<file path="src/rtl/sum_block_accumulator.sv">
// Accumulates BLOCK_LEN unsigned adder samples into one block result (total, count,
// max, overflow) and hands it downstream over a valid/ready handshake.
module sum_block_accumulator #(
    parameter int IN_W      = 5,
    parameter int ACC_W     = 8,
    parameter int BLOCK_LEN = 4,
    parameter int CNT_W     = $clog2(BLOCK_LEN + 1)
) (
    input  logic             clk,
    input  logic             rst,
    input  logic             in_valid,
    input  logic [IN_W-1:0]  in_sum,
    output logic             in_ready,
    input  logic             flush,
    output logic             out_valid,
    input  logic             out_ready,
    output logic [ACC_W-1:0] out_total,
    output logic [CNT_W-1:0] out_count,
    output logic [IN_W-1:0]  out_max,
    output logic             out_overflow
);

    typedef enum logic {ACCUM, HOLD} state_t;

    state_t             r_state, w_state_next;
    logic [ACC_W-1:0]   r_acc, w_acc_next;
    logic [CNT_W-1:0]   r_cnt, w_cnt_next;
    logic [IN_W-1:0]    r_max, w_max_next;
    logic               r_ovf, w_ovf_next;
    logic               r_out_valid;
    logic [ACC_W-1:0]   r_out_total;
    logic [CNT_W-1:0]   r_out_count;
    logic [IN_W-1:0]    r_out_max;
    logic               r_out_overflow;
    logic               w_accept, w_close;
    logic [ACC_W:0]     w_sum;

    assign in_ready     = (r_state == ACCUM);
    assign out_valid    = r_out_valid;
    assign out_total    = r_out_total;
    assign out_count    = r_out_count;
    assign out_max      = r_out_max;
    assign out_overflow = r_out_overflow;

    always_comb begin
        w_accept   = in_valid && (r_state == ACCUM);
        w_sum      = {1'b0, r_acc} + (ACC_W + 1)'(in_sum);
        w_acc_next = r_acc;
        w_cnt_next = r_cnt;
        w_max_next = r_max;
        w_ovf_next = r_ovf;
        if (w_accept) begin
            w_acc_next = w_sum[ACC_W-1:0];
            w_ovf_next = r_ovf | w_sum[ACC_W];
            w_max_next = (in_sum > r_max) ? in_sum : r_max;
            w_cnt_next = r_cnt + CNT_W'(1);
        end
        // A flush on an empty block produces nothing.
        w_close = (r_state == ACCUM) &&
                  ((w_accept && (r_cnt == CNT_W'(BLOCK_LEN - 1))) ||
                   (flush && ((r_cnt != '0) || w_accept)));
        w_state_next = r_state;
        case (r_state)
            ACCUM: if (w_close)   w_state_next = HOLD;
            HOLD:  if (out_ready) w_state_next = ACCUM;
            default:              w_state_next = ACCUM;
        endcase
    end

    always_ff @(posedge clk) begin
        if (rst) begin
            r_state        <= ACCUM;
            r_acc          <= '0;
            r_cnt          <= '0;
            r_max          <= '0;
            r_ovf          <= 1'b0;
            r_out_valid    <= 1'b0;
            r_out_total    <= '0;
            r_out_count    <= '0;
            r_out_max      <= '0;
            r_out_overflow <= 1'b0;
        end else begin
            r_state <= w_state_next;
            if (w_close) begin
                r_out_total    <= w_acc_next;
                r_out_count    <= w_cnt_next;
                r_out_max      <= w_max_next;
                r_out_overflow <= w_ovf_next;
                r_out_valid    <= 1'b1;
                r_acc          <= '0;
                r_cnt          <= '0;
                r_max          <= '0;
                r_ovf          <= 1'b0;
            end else begin
                r_acc <= w_acc_next;
                r_cnt <= w_cnt_next;
                r_max <= w_max_next;
                r_ovf <= w_ovf_next;
            end
            // Output data keep their last value after the handshake.
            if ((r_state == HOLD) && out_ready)
                r_out_valid <= 1'b0;
        end
    end

endmodule

</file>
<file path="config.mk">
export PLATFORM = sky130hd
export DESIGN_NAME = sum_block_accumulator
export DESIGN_NICKNAME = d
export VERILOG_FILES = /design/src/rtl/sum_block_accumulator.sv
export SDC_FILE = /design/constraint.sdc
export NUM_CORES = 1
export LEC_CHECK = 0
export ABC_AREA = 1
export CORE_MARGIN = 2
export CORE_UTILIZATION = 57
export DETAILED_ROUTE_END_ITERATION = 16
export PLACE_DENSITY_LB_ADDON = 0.2
export SETUP_SLACK_MARGIN = 0.1
export SYNTH_ARGS = -nofsm -noshare
export SYNTH_HDL_FRONTEND = slang
export SYNTH_SLANG_ARGS = --single-unit
</file>
<file path="constraint.sdc">
create_clock -name clk -period 2.3 [get_ports clk]
set_clock_uncertainty 0.05 [all_clocks]
set_input_delay 0.23 -clock clk [delete_from_list [all_inputs] [get_ports clk]]
set_output_delay 0.23 -clock clk [all_outputs]
set_load 0.005 [all_outputs]
</file>
==> results.tsv, run 1 <==
stage	metric	value	unit
critical_path	startpoint_type	input port	
clocking	cts.sinks	36	
sta	layout_min_cycle_time	1.72	ns
synth	synth_area	0.00187	mm^2
global_route	grt_pass1_vias	1551	
synth	synth.yosys.warnings	0	
power_and_ir_drop	ir_drop	0.000645	V
clocking	cts_root_buf	clkbuf_4	
drt	viasPerCell	4.98	
synth	synth_edf_count	0	
synth	ys_seq_area_frac	0.386	
clocking	clk_path_buf_depth	2	
critical_path	worst-setup-path-type	in -> reg	
synth	async_flop_share	0	
power_and_ir_drop	power.leakage	0.00109	uW
clocking	clk-insertion-delay-late	0.36	ns
sta	period_share	0.749	
place	dp_hpwl	2.87	mm
floorplan	std_cell_rows	20	
sta	whs	0.404	ns
global_route	grt_max_degree	17	
clocking	holdBufCountCts	0	
synth	syn_nets	279	
floorplan	die_area	0.00375	mm^2
sta	fmax	0.580	GHz
critical_path	worstPathRequired	2.55	ns
clocking	path_clk_slew	0.11	ns
clocking	postCtsSetupBuffers	0	
synth	syn_area_per_cell	7.32	um^2
sta	setup_viol	0	
clocking	cts_tree	yes	
floorplan	die-height	61.2	um
power_and_ir_drop	power.density	746	mW/mm^2
synth	synth_seq_cells	36	
layout	antennaDiodeCount	0	
drt	drc	0	
sta	slew_viol_final	0	
global_route	grt_use_total	0.246	
drt	via_count	1647	
floorplan	die_x	61.2	um
min_path	hp-class	reg -> reg	
layout	nNetsFinal	310	
global_route	grt_pass1_wl	6.75	mm
synth	post-synth-top-count-cell	nand2_1	
drt	dr.pass1.iters	4	
critical_path	arrival	1.97	ns
clocking	tritoncts.num_buffers	5	
synth	synthCells	255	
layout	area_delta_synth_final	20.6	%
synth	ys.flop_type	dfxtp_1	
global_route	antenna_found_initial	0	
sta	tightest_slew	0.331	ns
synth	yosysTopAreaCellShare	0.386	
job	drv_cap	0	
floorplan	pin_count	29	
drt	ant_nets	0	
drt	drt_iter0_drc	87	
floorplan	core_area	0.00308	mm^2
place	place_congestion	0.886	
synth	yosys.area.top_type	dfxtp_1	
sta	rsz0062_at_grt	no	
sta	hold_viol	0	
sta	tns	0	ns
sta	slew_headroom	0.777	
critical_path	crit_path_end_kind	register	
synth	synth_cell_types	26	
synth	ys_top_cells_by_count	nand2_1 (78), nand3_1 (38), dfxtp_1 (36)	
clocking	cts.repair.resized	0	
floorplan	initial_utilization	0.607	
drt	wl	3.86	mm
synth	synthTopCellsByArea	dfxtp_1 (39%), nand2_1 (16%), nand3_1 (10%)	
critical_path	worstPathMaxFanout	3	
global_route	grt_overflow	0	
run_status	status	finished clean	
place	io_buffers	28	
drt	routedWlPerCell	11.7	um
clocking	htree_num_levels	2	
layout	drive_above_1_share	0.0767	
-- area by class of cell --
cell class	instances	area, um^2
multi-input combinational	177	961
fill	275	827
sequential	36	721
timing repair buffer	31	303
inverter	35	131
tap	44	55.1
clock inverter	3	42.5
clock buffer	5	37.5
-- power breakdown --
part	switching (uW)	internal (uW)
clock	230	226
sequential	40.5	693
combinational	287	203
total	557	1120
-- through the flow --
| stage | power, uW | instances | area (um^2) | worst slack [ns] | util |
|---|---|---|---|---|---|
| after floorplan | 1080 | 255 | 1870 | 0.808 | - |
| after global placement | 1220 | 323 | 2170 | 0.230 | 0.705 |
| after detailed placement | 1230 | 323 | 2170 | 0.200 | 0.705 |
| after CTS | 1680 | 331 | 2250 | 0.574 | 0.731 |
| after global routing | 1790 | 331 | 2250 | 0.417 | 0.731 |
| final | 1680 | 331 | 2250 | 0.577 | 0.731 |
-- routing by layer --
layer  GRT usage  wire length [um]  vias up
met5           0                 0        -
met4      0.0963                61        0
met3      0.0378               166        7
met2       0.427              1870       35
met1       0.305              1760      733
li1            -                 -      872
-- flip-flops by register name, summed over array words and instances, names as in the netlist --
register      cells
out_count         3
out_max           5
out_overflow      1
out_total         8
out_valid         1
r_acc             8
r_cnt             3
r_max             5
r_ovf             1
r_state           1
-- critical path, stage by stage --
cell	delay [ns]
clkdlybuf4s50_1	0.50
ha_1	0.20
inv_1	0.06
fa_1	0.40
xor2_1	0.16
o21ai_0	0.23
and3_1	0.19
-- path summary, 6_finish.rpt --
check	from	end	slack, ns	depth (start not counted)
setup / recovery	in_sum[0]	r_acc[2]	0.58	7
hold / removal	out_valid	out_valid	0.40	2
hold reg to reg	out_valid	out_valid	0.40	2
setup reg to reg	r_cnt[0]	out_count[0]	0.61	8
-- layout by cell type, fill, tap and decap left out, types with 2 or more instances in the layout --
cell / instances
nand2_1: 78
clkdlybuf4s50_1: 28
a21oi_1: 7
buf_4: 3
nand2_2: 3
nand3b_1: 4
nor2_1: 14
inv_1: 34
ha_1: 13
o21ai_0: 4
nand3_1: 38
dfxtp_1: 36
xor2_1: 2
clkbuf_4: 5
o31ai_1: 3
-- cells by family after synthesis --
family / synth area share
AO/OA/AOI/OAI: 0.0590
XOR/XNOR: 0.00939
adder cells (fa/ha/maj): 0.0979
buffers and inverters: 0.0992
flip-flops: 0.386
AND/OR/NAND/NOR: 0.349
No activity file was read; power rests on OpenSTA's default activity.
==> run 2, diff against run 1 <==
--- a/config.mk
+++ b/config.mk
@@ -7,7 +7,7 @@
 export LEC_CHECK = 0
 export ABC_AREA = 1
 export CORE_MARGIN = 2
-export CORE_UTILIZATION = 57
+export CORE_UTILIZATION = 53
 export DETAILED_ROUTE_END_ITERATION = 16
 export PLACE_DENSITY_LB_ADDON = 0.2
 export SETUP_SLACK_MARGIN = 0.1
==> constraint.sdc (replaced) <==
create_clock -name clk -period 1.7 [get_ports clk]
set_clock_uncertainty 0.05 [all_clocks]
set_input_delay 0.17 -clock clk [delete_from_list [all_inputs] [get_ports clk]]
set_output_delay 0.17 -clock clk [all_outputs]
set_load 0.005 [all_outputs]
==> results.tsv, run 2 (synthesis results as in run 1) <==
stage	metric	value	unit
sta	tightest_slew	0.257	ns
critical_path	crit_family	simple AND/OR/NAND/NOR gates	
critical_path	crit_slowest_cell	dfxtp_1	
power_and_ir_drop	p_switching	781	uW
drt	drt_iter0_drc	83	
place	io_buffers	28	
global_route	antenna_found_initial	0	
layout	nNetsFinal	323	
place	dp_cells	336	
global_route	use_met3	0.0536	
power_and_ir_drop	internal-power	1690	uW
sta	setup_viol	0	
floorplan	die_x	63.4	um
clocking	tritoncts.num_buffers	5	
layout	antennaDiodeCount	0	
global_route	grt_pass1_vias	1571	
layout	drive_above_1_share	0.190	
drt	via_count	1729	
min_path	hp-class	reg -> reg	
floorplan	die_area	0.00401	mm^2
clocking	cts.sinks	36	
power_and_ir_drop	power.density	992	mW/mm^2
critical_path	arrival	1.76	ns
layout	fillers	281	
power_and_ir_drop	ir_drop	0.000718	V
drt	wl	4.03	mm
clocking	htree_num_levels	2	
sta	layout_min_cycle_time	1.56	ns
global_route	grt_overflow	0	
power_and_ir_drop	p_total	2470	uW
drt	ant_nets	0	
critical_path	cp.buffers_inverters	1	
critical_path	worstPathMaxFanout	6	
sta	period_share	0.916	
clocking	holdBufCountCts	0	
floorplan	core_area	0.00336	mm^2
power_and_ir_drop	power.leakage	0.00119	uW
global_route	top_usage_layer	met2	
drt	viasPerCell	5.00	
critical_path	worst_path_largest_cell_delay	0.32	ns
drt	routedWlPerCell	11.7	um
global_route	met1_usage	0.230	
job	drv_cap	0	
critical_path	worst-setup-path-type	reg -> reg	
layout	multi_input_area	0.00107	mm^2
global_route	grt_use_total	0.207	
layout	area_delta_synth_final	33.4	%
sta	fmax	0.642	GHz
layout	layout_commonest_cell	nand2_1	
critical_path	path_cells	inv_1 > ha_1 > nand2_2 > nor2_4 > a21oi_4 > nand3b_1 > nand3_1 > nand2_1	
floorplan	die-height	63.4	um
power_and_ir_drop	sw_frac_of_total	0.316	
clocking	cts_tree	yes	
clocking	clk-insertion-delay-late	0.35	ns
layout	final-seq-area	724	um^2
global_route	grt_max_degree	17	
clocking	clk_path_buf_depth	2	
layout	fin_cells	346	
drt	dr.pass1.iters	4	
power_and_ir_drop	comb_power_share	0.320	
sta	slew_headroom	0.827	
floorplan	initial_utilization	0.555	
clocking	cts_root_buf	clkbuf_4	
place	place_congestion	0.858	
critical_path	crit_path_end_kind	register	
place	dp_hpwl	2.80	mm
floorplan	std_cell_rows	21	
power_and_ir_drop	p_clk_frac	0.276	
run_status	status	finished clean	
place	dpl_cell_area	0.00227	mm^2
global_route	grt_pass1_wl	6.53	mm
layout	final_core_util	0.741	
clocking	path_clk_slew	0.11	ns
sta	rsz0062_at_grt	yes	
critical_path	startpoint_type	register	
sta	slew_viol_final	0	
critical_path	worstPathRequired	1.90	ns
power_and_ir_drop	seqPwrFrac	0.403	
layout	fin_area	0.00249	mm^2
drt	drc	0	
layout	final_cell_mix	nand2_1 (75), dfxtp_1 (33), inv_1 (32), nand3_1 (32), clkdlybuf4s50_1 (28)	
sta	hold_viol	0	
global_route	gr-usage-met2	0.375	
floorplan	pin_count	29	
[run 2: per-layer routing]
layer	up-vias	wire (um)
li1	901	-
met4	0	55
met2	41	2040
met3	6	163
met5	-	0
met1	781	1780
[run 2: cell type report]
type	count	area share
multi-input combinational	177	0.429
inverter	35	0.0527
tap	46	0.0231
clock inverter	1	0.0121
timing repair buffer	44	0.166
clock buffer	7	0.0261
sequential	36	0.291
[run 2: path summary, 6_finish.rpt]
path,startpoint,to,slack (ns),cells past startpoint
max,r_max[4],out_max[4],0.14,8
min,out_valid,out_valid,0.41,2
max reg2reg,r_max[4],out_max[4],0.14,8
min reg2reg,out_valid,out_valid,0.41,2
[run 2: power by group through the flow]
stage	sequential, uW	clock [uW]	combinational, uW
2_1_floorplan	1000	0	451
3_3_place_gp	1010	0	696
3_5_place_dp	1010	0	703
4_1_cts	990	690	720
5_1_grt	1010	726	882
6_report	997	683	792
[run 2: tightest hold or removal path, delay by kind of cell, from the launching register on]
kind	cells	cell delay [ns]
flip-flops	1	0.33
buffers and inverters	1	0.05
AO/OA/AOI/OAI	1	0.05
[run 2: repair_timing]
action | in CTS | in global routing
setup endpoints to repair | 13 | 35
buffers inserted | 0 | 2
endpoints found under the hold margin | 0 | 0
resized for setup | 5 | 23
pin swaps | 0 | 11
[run 2: through the flow]
| stage | hold WS (ns) | setup WS (ns) | setup TNS, ns |
|---|---|---|---|
| after floorplan | 0.221 | 0.208 | 0 |
| after global placement | 0.386 | -0.222 | -3.92 |
| after detailed placement | 0.394 | -0.262 | -4.67 |
| after CTS | 0.410 | 0.101 | 0 |
| after global routing | 0.442 | 0.0366 | 0 |
| final | 0.414 | 0.143 | 0 |
